`src/rtl/usb_tx_pkg.sv`:
```
// Shared types and constants for the USB full-speed TX sequencer.
package usb_tx_pkg;

  typedef enum logic [2:0] {
    ST_IDLE,
    ST_SYNC,
    ST_PID,
    ST_DATA,
    ST_CRC,
    ST_EOP
  } tx_state_t;

  localparam logic [7:0]  SYNC_BYTE   = 8'h80;
  localparam logic [15:0] CRC16_POLY  = 16'h8005;
  localparam logic [15:0] CRC16_INIT  = 16'hFFFF;
  localparam logic [1:0]  LINE_J      = 2'b10;
  localparam logic [1:0]  LINE_K      = 2'b01;
  localparam logic [1:0]  LINE_SE0    = 2'b00;
  localparam int unsigned STUFF_LIMIT = 6;

  // Swap J and K; used for NRZI transitions on a 0 bit.
  function automatic logic [1:0] line_toggle(input logic [1:0] line);
    return (line == LINE_J) ? LINE_K : LINE_J;
  endfunction

  function automatic logic [15:0] bitrev16(input logic [15:0] v);
    logic [15:0] r;
    for (int i = 0; i < 16; i++) r[i] = v[15-i];
    return r;
  endfunction

endpackage

```
`src/rtl/usb_tx_crc16.sv`:
```
// Serial CRC16 (poly 0x8005, init 0xFFFF), one data bit per enabled cycle.
module usb_tx_crc16
  import usb_tx_pkg::*;
(
  input  logic        clk,
  input  logic        n_rst,
  input  logic        clear,
  input  logic        en,
  input  logic        din,
  output logic [15:0] crc
);

  always_ff @(posedge clk or negedge n_rst) begin
    if (!n_rst) begin
      crc <= CRC16_INIT;
    end else if (clear) begin
      crc <= CRC16_INIT;
    end else if (en) begin
      crc <= {crc[14:0], 1'b0} ^ ((din ^ crc[15]) ? CRC16_POLY : 16'h0000);
    end
  end

endmodule

```
`src/rtl/usb_tx_sequencer.sv`:
```
// USB full-speed packet transmitter: SYNC, PID, payload, optional CRC16, EOP with stuffing and NRZI.
// Define USB_TX_CRC16_EN to append a hardware CRC16 on data PIDs.
module usb_tx_sequencer
  import usb_tx_pkg::*;
#(
  parameter int unsigned CLKS_PER_BIT = 8,
  parameter int unsigned MAX_LEN      = 64
) (
  input  logic       clk,
  input  logic       n_rst,
  input  logic       tx_start,
  input  logic [3:0] tx_pid,
  input  logic [6:0] tx_len,
  input  logic [7:0] fifo_rdata,
  input  logic       fifo_empty,
  output logic       fifo_rd,
  output logic       tx_busy,
  output logic       tx_done,
  output logic       tx_error,
  output logic       dplus_out,
  output logic       dminus_out
);

  localparam int unsigned      DIV_W      = (CLKS_PER_BIT > 1) ? $clog2(CLKS_PER_BIT) : 1;
  localparam logic [DIV_W-1:0] DIV_LAST   = DIV_W'(CLKS_PER_BIT - 1);
  localparam logic [6:0]       LEN_MAX    = 7'(MAX_LEN);
  localparam logic [2:0]       STUFF_ONES = 3'(STUFF_LIMIT);

  tx_state_t        state_q, state_d;
  logic [DIV_W-1:0] div_q, div_d;
  logic [15:0]      shreg_q, shreg_d;
  logic [3:0]       bits_q, bits_d;
  logic [2:0]       ones_q, ones_d;
  logic [6:0]       bytes_q, bytes_d;
  logic [3:0]       pid_q, pid_d;
  logic [1:0]       eop_q, eop_d;
  logic             uflow_q, uflow_d;
  logic [1:0]       line_q, line_d;
  logic             busy_d, done_d, error_d, rd_d;
  logic             boundary, send, bit_v;
`ifdef USB_TX_CRC16_EN
  logic [15:0]      crc_val;
  logic             crc_on_q, crc_on_d;
`endif

  assign boundary   = (div_q == DIV_LAST);
  assign dplus_out  = line_q[1];
  assign dminus_out = line_q[0];

  always_ff @(posedge clk or negedge n_rst) begin
    if (!n_rst) begin
      state_q  <= ST_IDLE;
      div_q    <= '0;
      shreg_q  <= '0;
      bits_q   <= '0;
      ones_q   <= '0;
      bytes_q  <= '0;
      pid_q    <= '0;
      eop_q    <= '0;
      uflow_q  <= 1'b0;
      line_q   <= LINE_J;
      tx_busy  <= 1'b0;
      tx_done  <= 1'b0;
      tx_error <= 1'b0;
      fifo_rd  <= 1'b0;
    end else begin
      state_q  <= state_d;
      div_q    <= div_d;
      shreg_q  <= shreg_d;
      bits_q   <= bits_d;
      ones_q   <= ones_d;
      bytes_q  <= bytes_d;
      pid_q    <= pid_d;
      eop_q    <= eop_d;
      uflow_q  <= uflow_d;
      line_q   <= line_d;
      tx_busy  <= busy_d;
      tx_done  <= done_d;
      tx_error <= error_d;
      fifo_rd  <= rd_d;
    end
  end

  // Next-state: at each bit boundary either stuff a 0, shift the next raw bit, or load the next unit.
  always_comb begin
    state_d = state_q;
    div_d   = div_q;
    shreg_d = shreg_q;
    bits_d  = bits_q;
    ones_d  = ones_q;
    bytes_d = bytes_q;
    pid_d   = pid_q;
    eop_d   = eop_q;
    uflow_d = uflow_q;
    line_d  = line_q;
    busy_d  = tx_busy;
    done_d  = 1'b0;
    error_d = 1'b0;
    rd_d    = 1'b0;
    send    = 1'b0;
    bit_v   = 1'b0;
`ifdef USB_TX_CRC16_EN
    crc_on_d = crc_on_q;
`endif

    if (state_q != ST_IDLE) div_d = boundary ? '0 : div_q + DIV_W'(1);

    case (state_q)
      ST_IDLE: if (tx_start) begin
        state_d = ST_SYNC;
        div_d   = '0;
        busy_d  = 1'b1;
        pid_d   = tx_pid;
        bytes_d = (tx_len > LEN_MAX) ? LEN_MAX : tx_len;
        uflow_d = 1'b0;
        ones_d  = '0;
        send    = 1'b1;
        bit_v   = SYNC_BYTE[0];
        shreg_d = {8'h00, SYNC_BYTE} >> 1;
        bits_d  = 4'd7;
`ifdef USB_TX_CRC16_EN
        crc_on_d = (tx_pid[1:0] == 2'b11);
`endif
      end
      ST_EOP: if (boundary) begin
        if (eop_q == 2'd2) begin
          state_d = ST_IDLE;
          busy_d  = 1'b0;
          done_d  = ~uflow_q;
          error_d = uflow_q;
          eop_d   = '0;
        end else begin
          eop_d = eop_q + 2'd1;
          if (eop_q == 2'd1) line_d = LINE_J;
        end
      end
      default: if (boundary) begin
        if (ones_q == STUFF_ONES) begin
          send = 1'b1;
        end else if (bits_q != '0) begin
          send    = 1'b1;
          bit_v   = shreg_q[0];
          shreg_d = shreg_q >> 1;
          bits_d  = bits_q - 4'd1;
        end else if (state_q == ST_SYNC) begin
          state_d = ST_PID;
          send    = 1'b1;
          bit_v   = pid_q[0];
          shreg_d = {8'h00, ~pid_q, pid_q} >> 1;
          bits_d  = 4'd7;
        end else if (state_q == ST_CRC) begin
          state_d = ST_EOP;
          line_d  = LINE_SE0;
          eop_d   = '0;
        end else if (bytes_q != '0) begin
          if (fifo_empty) begin
            state_d = ST_EOP;
            line_d  = LINE_SE0;
            eop_d   = '0;
            uflow_d = 1'b1;
          end else begin
            state_d = ST_DATA;
            rd_d    = 1'b1;
            bytes_d = bytes_q - 7'd1;
            send    = 1'b1;
            bit_v   = fifo_rdata[0];
            shreg_d = {8'h00, fifo_rdata} >> 1;
            bits_d  = 4'd7;
          end
        end else begin
`ifdef USB_TX_CRC16_EN
          if (crc_on_q) begin
            state_d = ST_CRC;
            send    = 1'b1;
            bit_v   = ~crc_val[15];
            shreg_d = bitrev16(~crc_val) >> 1;
            bits_d  = 4'd15;
          end else begin
            state_d = ST_EOP;
            line_d  = LINE_SE0;
            eop_d   = '0;
          end
`else
          state_d = ST_EOP;
          line_d  = LINE_SE0;
          eop_d   = '0;
`endif
        end
      end
    endcase

    // NRZI: a 0 (raw or stuffed) toggles the line, a 1 holds it
    if (send) begin
      line_d = bit_v ? line_q : line_toggle(line_q);
      ones_d = bit_v ? ones_q + 3'd1 : 3'd0;
    end
  end

`ifdef USB_TX_CRC16_EN
  // CRC covers only raw payload bits, never stuffed zeros
  usb_tx_crc16 u_crc (
    .clk   (clk),
    .n_rst (n_rst),
    .clear (tx_start && (state_q == ST_IDLE)),
    .en    (send && (state_d == ST_DATA) && (ones_q != STUFF_ONES)),
    .din   (bit_v),
    .crc   (crc_val)
  );

  always_ff @(posedge clk or negedge n_rst) begin
    if (!n_rst) crc_on_q <= 1'b0;
    else        crc_on_q <= crc_on_d;
  end
`endif

endmodule

```
`config.mk`:
```
export PLATFORM = sky130hd
export DESIGN_NAME = usb_tx_sequencer
export DESIGN_NICKNAME = d
export VERILOG_FILES = /design/src/rtl/usb_tx_pkg.sv /design/src/rtl/usb_tx_crc16.sv /design/src/rtl/usb_tx_sequencer.sv
export SDC_FILE = /design/constraint.sdc
export NUM_CORES = 1
export LEC_CHECK = 0
export CORE_UTILIZATION = 55
export DETAILED_ROUTE_END_ITERATION = 6
export GPL_TIMING_DRIVEN = 0
export MAX_ROUTING_LAYER = met4
export PLACE_DENSITY_LB_ADDON = 0.25
export REMOVE_ABC_BUFFERS = 1
export SYNTH_ARGS = -nofsm -noshare
export SYNTH_HDL_FRONTEND = slang
export SYNTH_HIERARCHICAL = 1
export SYNTH_SLANG_ARGS = --single-unit
```
`constraint.sdc`:
```
create_clock -name clk -period 3.8 [get_ports clk]
set_clock_uncertainty 0.05 [all_clocks]
set_input_delay 0.57 -clock clk [delete_from_list [all_inputs] [get_ports clk]]
set_output_delay 0.57 -clock clk [all_outputs]
set_load 0.01 [all_outputs]
```
# Word-level counts from Yosys, hierarchy flattened
# Index checks and enable logic that the tools add are counted.
# word_totals
register_bits	49
inputBits	23
# classes
addsub	5
order_cmp	1
eq_ne	32
muxes	105
n_bitwise	4
reduce_logical	22
# ops
operator	n
$mux 16	8
$mux 7	9
$mux 3	18
$mux 1	38
$mux 4	8
$pmux 16 s2	1
$mux 2	15
$reduce_and 9->1	3
$ne 2x1->1 const B	8
$pmux 7 s2	1
$reduce_bool 2->1	7
$eq 3x3->1 const B	4
$reduce_and 6->1	2
$ne 2x2->1 const B	5
$ne 3x2->1 const B	3
$ne 4x3->1 const B	2
$pmux 2 s2	2
$pmux 4 s2	1
$reduce_bool 4->1	2
$gt 7x7->1 const B	1
$reduce_and 7->1	1
$reduce_bool 7->1	1
$sub 7x1->7 const B	1
$add 3x1->3 const B	2
18 further kinds	26

# Logic depth before layout (Yosys ltp)
# Gate-level depths: netlist of the first run.
# logic_depth
word_depth	10
ltp_mapped	9
mapped_depth_nobuf	8

# Least setup slack after synthesis of the first run
# Ideal clock, no wire load.
# synth_path
path_kind	flip-flop to flip-flop
startpoint	register bits_q[0]
endpoint	register bytes_q[2]
arrival_time_ns	1.704
required_time_ns	3.625
slack_ns	1.921
path_stages_with_launch	10
n_path_buf	1
period_less_slack_ns	1.879
path_cell_list	dfrtp_1 -> inv_1 -> ha_1 -> nor3b_4 -> o2111ai_2 -> nand2_2 -> o21ai_2 -> buf_6 -> o21ai_0 -> o21ai_1
# synth_via
elab_chain_len	3
# synth_rtl
element	line	rtl
from (decl)	usb_tx_sequencer.sv:32	logic [3:0] bits_q, bits_d;
from (signal assigned)	usb_tx_sequencer.sv:70	bits_q <= bits_d;
$reduce_bool 4->1	usb_tx_sequencer.sv:140	end else if (bits_q != '0) begin
$ne 2x1->1 (no line)	n/a	
$reduce_and 9->1 (no line)	n/a	
to (signal assigned)	usb_tx_sequencer.sv:72	bytes_q <= bytes_d;
to (decl)	usb_tx_sequencer.sv:34	logic [6:0] bytes_q, bytes_d;
# Every way passes these cells.
# A chain may end at the register's enable or synchronous reset.

# Worst setup path in the final report of the first run
# layout_path
startpoint	register state_q[1]
endpoint	register bytes_q[0]
# layout_via
elab_chain_len	3
# layout_rtl
element	line	rtl
from (decl)	usb_tx_sequencer.sv:29	tx_state_t state_q, state_d;
from (signal assigned)	usb_tx_sequencer.sv:67	state_q <= state_d;
$eq 3x3->1 (tied with other cells)	usb_tx_sequencer.sv:151	end else if (state_q == ST_CRC) begin
$ne 2x1->1 (no line) (tied with other cells)	n/a	
$reduce_and 9->1 (no line)	n/a	
# Several ways; a longest one is shown, not always the timed one.

==> run metrics, run 1 <==
Core Rows=23; die area=4500 sq um; DR DRC count=0; Seq/Total Area, Yosys=43.0%; post-synth top area cell=dfrtp_1; Post-CTS Setup Inserts=0; Synth warnings=6; post-placement cell area=2600 sq um; CP Max Fanout=21; design area=2680 sq um; grt met3 use=5.14%; total wire length=4780 microns; first-pass GRT wire length=8380 microns; combinational power share=48.2%; Post-DP HPWL=3500 microns; Placed Cells=323; CP Class=reg2reg; routing usage on met1=32.8%; WP buf/inv=0; met2 GRT Util=41.4%; synthesized area=2330 sq um; initial antenna violation count=0; Pleak=1.17 nW; nets@finish=310; synth top area cells=dfrtp_1, nand2_1, a21oi_1, ha_1, nor2_1; mean post-synth cell area=9.06 sq um; core area=4030 sq um; R2R Setup Slk=1.17 ns; Final Setup Violations=0; routed len/inst=14.4 microns; latest clock arrival within the worst-skew pair=0.29 ns; post-synth top area share=41.9%; # clock sinks=40; internal power=0.00113 W; max-cap viol count=0; layout cells sized above 1=9.61%; post-route ant nets=0; Overflow after GRT=0; Layout Area Growth over Synthesis=15.0%; CP Cell Sequence=nor3_2 -> o21ai_2 -> a211o_1; post-layout min period=2.63 ns; Synth Instances=257; Routability Congestion=0.815; nature of the critical path startpoint=register; Final Hold Fails=0; Async SR Flop Fraction=100%; actual slew at the worst max-slew pin=1.34 ns; CTS max path bufs=2; CTS tree=done; peak supply drop=0.388 mV; worst relative slew slack=10.1%; Yosys reg bits=40; gr busiest metal=met2; Via Count=1914; CP required=3.92 ns; number of synthesized flops with an enable pin=0; CP Data Arrival Time=2.76 ns; crit path capture type=register; # hold bufs at CTS=0; Max Freq=0.380 GHz; DRT iter0 DRCs=146; Buffers on Ports=28; gr usage total=25.6%; Fillers=331; Top FF cell, synth=dfrtp_1; switching part of the total=44.9%; vias in the first global route=1847; largest net degree at the start of global routing=23; Initial Util=57.8%; net switching power=0.000924 W; cell family with most CP delay=simple AND/OR/NAND/NOR gates; status=completed; count of cell types in the netlist=55; diode count=0; TritonCTS buffer count=5; post_cts resized=0; vias per inst=5.78; CTS H-tree lvls=2; post-layout instance count excluding filler cells=331; Flop pwr share=38.7%; die height=67.1 microns; Pwr Density=767 nW/um^2; Pins Over Slew Limit=0; root buf cell=clkbuf_8; worst min path class=in2async; first drt pass iteration count=4; Worst path max stage delay=1.13 ns; RSZ-0062 raised after global routing=no; Die X=67.1 microns; crit share post-route=69.3%; Clk pwr share=13.0%; Clk pin slew, worst setup/hold paths=0.08 ns; # IOs=29; Slowest cell on crit path=nor3_2; final setup TNS=0 ns
[per-stage QoR]
step	setup slack [ns]	util, %	hold WS, ns	total power [W]
after global routing	0.949	66.5	0.220	0.00225
after detailed placement	1.19	64.5	0.380	0.00180
final	1.17	66.5	0.187	0.00206
after global placement	1.07	63.9	0.358	0.00176
after floorplan	1.64	-	0.224	0.00152
after CTS	1.18	66.5	0.200	0.00207
[registers in the layout, indices dropped and copies added, names as in the netlist]
register,count
pid_q,4
ones_q,3
line_q,2
bits_q,4
bytes_q,7
state_q,3
tx_busy,1
uflow_q,1
eop_q,2
div_q,3
tx_done,1
fifo_rd,1
shreg_q,7
tx_error,1
[cell usage after synthesis (2+ instances only)]
cell	instances
a21o_1	3
a21oi_1	19
a31oi_1	5
buf_2	4
buf_4	3
buf_6	4
clkbuf_1	2
dfrtp_1	39
ha_1	7
inv_1	11
mux2i_1	2
nand2_1	51
nand3_1	2
nand3b_1	4
nor2_1	19
nor2_2	2
nor2b_1	2
nor3_1	7
nor3_2	3
nor3b_1	2
nor3b_4	3
o211ai_1	4
o21ai_0	10
o21ai_1	7
o21ai_2	3
o22ai_1	3
o31ai_1	7
or3_1	2
[kinds of logic after synthesis]
| family | synth area share, % |
|---|---|
| AOI/OAI and AO/OA | 21.5 |
| muxes | 0.860 |
| DFF | 43.0 |
| xor gates and xnor gates | 0.752 |
| and+or+nand+nor | 24.2 |
| buffers and inverters | 5.86 |
| adders and majority gates | 3.76 |
[worst register-to-register path, delay by kind of cell, from the launching register on]
kind | cells | cell delay, ns
simple gates | 1 | 1.13
flops | 1 | 0.57
compound gates | 2 | 0.78
[cell type report]
| cell class | instances | area (sq um) | area share, % |
|---|---|---|---|
| Multi-Input combinational cell | 193 | 1190 | 44.4 |
| Sequential cell | 40 | 1000 | 37.4 |
| Timing Repair Buffer | 29 | 303 | 11.3 |
| Clock buffer | 8 | 80.1 | 2.99 |
| Tap cell | 50 | 62.6 | 2.34 |
| Inverter | 11 | 41.3 | 1.54 |
[layer usage]
layer	up-vias	wire, microns
met5	-	0
met4	0	43
met3	4	168
met2	38	2330
met1	917	2240
li1	955	-
[worst paths after layout]
kind	from	end	cells after the start
min reg2reg	uflow_q	tx_done	1
min in group clk	uflow_q	tx_done	1
max reg2reg	state_q[1]	bytes_q[0]	3
min	n_rst	tx_done	1
max in group asynchronous	n_rst	bytes_q[0]	2
max	state_q[1]	bytes_q[0]	3
[power groups by stage]
stage,combinational (W),sequential (W),clock [W]
6_report,0.000991,0.000797,0.000268
5_1_grt,0.00113,0.000826,0.000295
4_1_cts,0.000996,0.000794,0.000278
3_5_place_dp,0.000995,0.000802,0
3_3_place_gp,0.000959,0.000796,0
2_1_floorplan,0.000762,0.000762,0
[cells in the final DEF (no fill, tap or decap), drive strengths merged, types with 2 or more instances in the layout]
master and n:
nand2 52, dfrtp 39, clkdlybuf4s50 27, nor2 21
o21ai 20, a21oi 19, inv 11, nor3 10
clkbuf 8, o31ai 7, ha 7, a31oi 5
nand3b 5, nor3b 5, o211ai 4, a21o 3
o22ai 3, nor2b 3, nand3 3, or3 2
mux2i 2, a211oi 2, or2 2, buf 2
(Power assumes the default switching activity.)
==> run 2: changes to the inputs <==
Settings changed: CORE_UTILIZATION 55 to 50.
Clock period 3.8 ns to 2.1 ns, I/O delays scaled along.
==> run 2 against run 1 <==
  * Register-to-register slack got worse by 1.1 ns
  * Sequential share of layout area down 3.3 points
  * Hold slack improved by 0.094 ns
  * Design area increased by 10%
  * Cell count increased by 5.1%
  * Total power increased by 100%
  * Worst setup slack got worse by 1.1 ns
  * Flip-flop and latch count unchanged
  * Clock-buffer cell count down 1
  * Largest cell class unchanged
==> run metrics, run 2 (synthesized netlist as in run 1, its figures left out) <==
Final Core Density=66.8% (was 66.5%); Core Rows=24 (was 23); r2r startpoint=bytes_q[0] (was state_q[1]); CP Max Fanout=5 (was 21); Overflow after GRT=0 (unchanged); post-layout min period=2.01 ns (was 2.63 ns); Placed Cells=325 (was 323); WP buf/inv=2 (was 0); # clock sinks=40 (unchanged); Pwr Density=1430 nW/um^2 (was 767 nW/um^2); CTS H-tree lvls=2 (unchanged); die area=4930 sq um (was 4500 sq um); nets@finish=325 (was 310); diode count=0 (unchanged); die height=70.2 microns (was 67.1 microns); initial antenna violation count=0 (unchanged); CTS tree=done (unchanged); crit share post-route=95.6% (was 69.3%); Pleak=1.26 nW (was 1.17 nW); Initial Util=52.7% (was 57.8%); vias per inst=5.81 (was 5.78); status=completed (unchanged); R2R Setup Slk=0.09 ns (was 1.17 ns); post-route ant nets=0 (unchanged); DRT iter0 DRCs=130 (was 146); # IOs=29 (unchanged); Reg2Reg Depth=9 (was 3); CTS max path bufs=2 (unchanged); Routability Congestion=0.818 (was 0.815); Via Count=2022 (was 1914); R2R Path End=shreg_q[6] (was bytes_q[0]); vias in the first global route=1909 (was 1847); largest net degree at the start of global routing=40 (was 23); Max Freq=0.498 GHz (was 0.380 GHz); first-pass GRT wire length=8850 microns (was 8380 microns); gr usage total=23.2% (was 25.6%); peak supply drop=0.756 mV (was 0.388 mV); actual slew at the worst max-slew pin=1.06 ns (was 1.34 ns); Final Hold Fails=0 (unchanged); Fillers=363 (was 331); design area=2950 sq um (was 2680 sq um); CP Cell Sequence=inv_1 -> ha_4 -> nor3b_4 -> a21o_1 -> nor2_4 -> o311ai_4 -> buf_4 -> nand2_1 -> o21ai_0 (was nor3_2 -> o21ai_2 -> a211o_1); latest clock arrival within the worst-skew pair=0.29 ns (about the same); crit path launch=bytes_q[0] (was state_q[1]); TritonCTS buffer count=5 (unchanged); CP Class=reg2reg (unchanged); first drt pass iteration count=4 (unchanged); Worst path max stage delay=0.41 ns (was 1.13 ns); Pins Over Slew Limit=0 (unchanged); CP Data Arrival Time=2.17 ns (was 2.76 ns); worst min path class=in2async (unchanged); layout cells sized above 1=19.3% (was 9.61%); post-placement cell area=2590 sq um (was 2600 sq um); root buf cell=clkbuf_8 (unchanged); Layout Area Growth over Synthesis=26.7% (was 15.0%); post-layout instance count excluding filler cells=348 (was 331); Slowest cell on crit path=dfrtp_1 (was nor3_2); Die X=70.2 microns (was 67.1 microns); routed len/inst=14.9 microns (was 14.4 microns); Clk pin slew, worst setup/hold paths=0.08 ns (about the same); DR DRC count=0 (unchanged); core area=4410 sq um (was 4030 sq um); most common cell after layout, fill and taps aside=nand2_1 (unchanged); Post-DP HPWL=3180 microns (was 3500 microns); crit path capture type=register (unchanged); Final Setup Violations=0 (unchanged); cell family with most CP delay=compound AO/OA/AOI/OAI gates (was simple AND/OR/NAND/NOR gates); total wire length=5190 microns (was 4780 microns); Buffers on Ports=28 (unchanged); most frequent cells in the layout=nand2_1, dfrtp_1, clkdlybuf4s50_1 (unchanged); worst relative slew slack=28.3% (was 10.1%); max-cap viol count=0 (unchanged); CP required=2.26 ns (was 3.92 ns); nature of the critical path startpoint=register (unchanged); registers with the most flip-flops=bytes_q (7), shreg_q (7) (unchanged)
==> run 2: cell types whose count changed in the layout (fill, tap and decap cells not counted), moves of 2 or more <==
| cell | before | now |
|---|---|---|
| nor2_1 | 19 | 17 |
| buf_4 | 0 | 10 |
| nor2_4 | 0 | 2 |
| o311ai_4 | 1 | 3 |
| ha_1 | 7 | 5 |
| dfrtp_1 | 39 | 36 |
| buf_12 | 0 | 2 |
| dfrtp_2 | 0 | 3 |
==> run 2: layout make-up <==
type | instances | area (sq um) | share of cell area (%)
clock inverters | 1 | 5.00 | 0.170
inverters | 11 | 41.3 | 1.40
well taps | 52 | 65.1 | 2.21
clock buffers | 7 | 76.3 | 2.59
multi-input cells | 196 | 1360 | 45.9
repair buffers | 41 | 400 | 13.6
flip-flops and latches | 40 | 1010 | 34.1
==> run 2: where the power goes <==
part / total (W) / switching [W] / internal, W
logic: 0.00222 / 0.00126 / 0.000959
registers: 0.00149 / 0.000403 / 0.00109
clock network: 0.000491 / 0.000258 / 0.000233
total: 0.00421 / 0.00193 / 0.00228
==> run 2: worst max path at each step <==
stage	slack, ns	end	cells past startpoint
after CTS	-0.07	bytes_q[0]	8
after floorplan	-0.06	bits_q[1]	6
after detailed placement	-0.49	bytes_q[0]	3
after global placement	-0.50	bytes_q[0]	3
final	0.09	shreg_q[6]	9
after global routing	-0.02	bits_q[1]	8
==> run 2: per-stage QoR <==
stage	total power, W	hold slack, ns	setup WS (ns)	setup TNS, ns
after floorplan	0.00276	-0.0306	-0.0567	-0.147
after global placement	0.00318	0.361	-0.496	-21.60
after detailed placement	0.00323	0.0647	-0.487	-7.64
after CTS	0.00400	0.280	-0.0683	-0.104
after global routing	0.00457	0.280	-0.0242	-0.132
final	0.00421	0.281	0.0934	0
==> run 2: per-layer routing <==
layer | part of all wire [%] | global-route usage, %
met3 | 4.8 | 5.63
met1 | 48 | 32.5
met4 | 0.85 | 7.33
met5 | 0 | -
met2 | 47 | 33.2
==> run 2: worst reg2reg max path, stage by stage, from the launching register on <==
cell and delay, ns:
dfrtp_1 0.41, inv_1 0.10, ha_4 0.14, nor3b_4 0.24, a21o_1 0.26, nor2_4 0.10, o311ai_4 0.30, buf_4 0.20
nand2_1 0.06, o21ai_0 0.06
==> run 2: timing repair <==
item | CTS | global route
resized for setup | 11 | 15
setup buffers | 4 | 7
hold buffers | 1 | 0
endpoints found under the hold margin | 39 | 0
pin swaps | 2 | 8
cloned | 3 | 0
setup endpoints to repair | 22 | 26
==> run 3: changes to the inputs <==
Settings changed: CAP_MARGIN from default to 20, SETUP_SLACK_MARGIN from default to 0.3.
==> run 3 against run 2 <==
  * Sequential power barely moved
  * Fmax rose by 2.7%
  * Clock power rose by 7.5%
  * Via count rose by 7.9%
  * Critical endpoint is now bits_q[0]
  * Largest cell class unchanged
  * Highest routed layer unchanged
==> run metrics, run 3 (synthesized netlist as in run 1, its figures left out) <==
Post-DP HPWL=3290 microns (was 3180 microns); DR DRC count=0 (unchanged); # IOs=29 (unchanged); nature of the critical path startpoint=register (unchanged); Pleak=1.42 nW (was 1.26 nW); initial antenna violation count=0 (unchanged); Pwr Density=1490 nW/um^2 (was 1430 nW/um^2); CP Max Fanout=6 (was 5); crit share post-route=93.0% (was 95.6%); Core Rows=24 (unchanged); Initial Util=52.7% (unchanged); Final Hold Fails=0 (unchanged); crit path capture type=register (unchanged); # clock sinks=40 (unchanged); CP required=2.23 ns (was 2.26 ns); worst min path class=in2async (unchanged); gr usage total=24.8% (was 23.2%); Clk pwr share=10.8% (was 11.7%); CP Cell Sequence=inv_2 -> ha_4 -> nor3b_4 -> a21o_4 -> nor2_4 -> o311ai_4 -> buf_6 -> o21ai_2 -> o21ai_1 (was inv_1 -> ha_4 -> nor3b_4 -> a21o_1 -> nor2_4 -> o311ai_4 -> buf_4 -> nand2_1 -> o21ai_0); final worst slack=0.146 ns (was 0.0934 ns); nets@finish=349 (was 325); die height=70.2 microns (unchanged); Routability Congestion=0.818 (unchanged); Pins Over Slew Limit=0 (unchanged); post-layout min period=1.95 ns (was 2.01 ns); CTS max path bufs=2 (unchanged); Max Freq=0.512 GHz (was 0.498 GHz); root buf cell=clkbuf_8 (unchanged); Via Count=2181 (was 2022); worst relative slew slack=57.2% (was 28.3%); die area=4930 sq um (unchanged); CP Class=reg2reg (unchanged); layout cells sized above 1=31.9% (was 19.3%); status=completed (unchanged); CP Data Arrival Time=2.08 ns (was 2.17 ns); vias in the first global route=2073 (was 1909); Die X=70.2 microns (unchanged); WP buf/inv=2 (unchanged); CTS H-tree lvls=2 (unchanged); Overflow after GRT=0 (unchanged); largest net degree at the start of global routing=40 (unchanged); Flop pwr share=30.4% (was 35.5%); routed len/inst=16.4 microns (was 14.9 microns); first-pass GRT wire length=9550 microns (was 8850 microns); combinational power share=58.9% (was 52.9%); internal power=0.00266 W (was 0.00228 W); Slowest cell on crit path=dfrtp_1 (unchanged); most frequent cells in the layout=nand2_1, dfrtp_1, buf_4 (was nand2_1, dfrtp_1, clkdlybuf4s50_1); Clk pin slew, worst setup/hold paths=0.08 ns (about the same); registers with the most flip-flops=bytes_q (7), shreg_q (7) (unchanged); RSZ-0062 raised after global routing=yes; Worst path max stage delay=0.38 ns (was 0.41 ns); CTS tree=done (unchanged); total wire length=6100 microns (was 5190 microns); TritonCTS buffer count=5 (unchanged); Layout Area Growth over Synthesis=41.1% (was 26.7%); actual slew at the worst max-slew pin=0.640 ns (was 1.06 ns); Fillers=313 (was 363); Final Setup Violations=0 (unchanged); core area=4410 sq um (unchanged); max-cap viol count=0 (unchanged); first drt pass iteration count=4 (unchanged); Buffers on Ports=28 (unchanged); most common cell after layout, fill and taps aside=nand2_1 (unchanged); Placed Cells=326 (was 325); net switching power=0.00224 W (was 0.00193 W); DRT iter0 DRCs=140 (was 130); peak supply drop=0.906 mV (was 0.756 mV); vias per inst=5.86 (was 5.81); worst slack at placement=-0.335 ns (was -0.487 ns); cell family with most CP delay=compound AO/OA/AOI/OAI gates (unchanged); switching part of the total=45.7% (was 45.8%); total power=0.00490 W (was 0.00421 W); post-route ant nets=0 (unchanged); diode count=0 (unchanged); post-layout instance count excluding filler cells=372 (was 348); latest clock arrival within the worst-skew pair=0.29 ns (about the same)
-- run 3: cell type report --
cell class | count | area (sq um) | area share [%]
clock buffers | 6 | 82.6 | 2.51
inverters | 11 | 41.3 | 1.26
flip-flops and latches | 40 | 1010 | 30.8
multi-input cells | 196 | 1480 | 45.1
clock inverters | 2 | 10.0 | 0.305
repair buffers | 65 | 594 | 18.1
well taps | 52 | 65.1 | 1.98
-- run 3: layer usage --
metal | global-route usage [%] | wire length (microns) | share of wire, %
met3 | 4.18 | 302 | 4.9
met5 | - | 0 | 0
met4 | 7.11 | 132 | 2.2
met2 | 38.5 | 3030 | 50
met1 | 33.6 | 2640 | 43
-- run 3: worst paths after layout --
kind                       startpoint  slack [ns]          to  cells after the start
max in group asynchronous       n_rst        1.26   line_q[1]                      3
max reg2reg                bytes_q[0]        0.15   bits_q[0]                      9
min reg2reg                   uflow_q        0.39     tx_done                      1
min in group clk              uflow_q        0.39     tx_done                      1
max                        bytes_q[0]        0.15   bits_q[0]                      9
min                             n_rst        0.29  shreg_q[2]                      2
-- run 3: stage by stage --
step / util [%] / TNS, ns / hold WS (ns) / area, sq um
after floorplan: - / -0.147 / -0.0306 / 2230
after global placement: 58.4 / -21.60 / 0.361 / 2580
after detailed placement: 59.0 / -3.61 / 0.0643 / 2610
after CTS: 68.1 / 0 / 0.296 / 3000
after global routing: 74.4 / 0 / 0.304 / 3280
final: 74.4 / 0 / 0.294 / 3280
-- run 3: timing repair --
action | in CTS | in global routing
pin swaps | 17 | 27
resized for setup | 35 | 35
cloned | 3 | 0
buffers inserted | 17 | 17
setup endpoints to repair | 33 | 33
hold endpoints to repair | 39 | 0
hold buffers | 1 | 0
-- run 3: power groups by stage --
stage | clock network (W) | logic [W] | registers (W)
after global routing | 0.000566 | 0.00315 | 0.00153
after detailed placement | 0 | 0.00182 | 0.00145
after global placement | 0 | 0.00175 | 0.00144
final | 0.000528 | 0.00289 | 0.00149
after CTS | 0.000535 | 0.00233 | 0.00144
after floorplan | 0 | 0.00138 | 0.00138
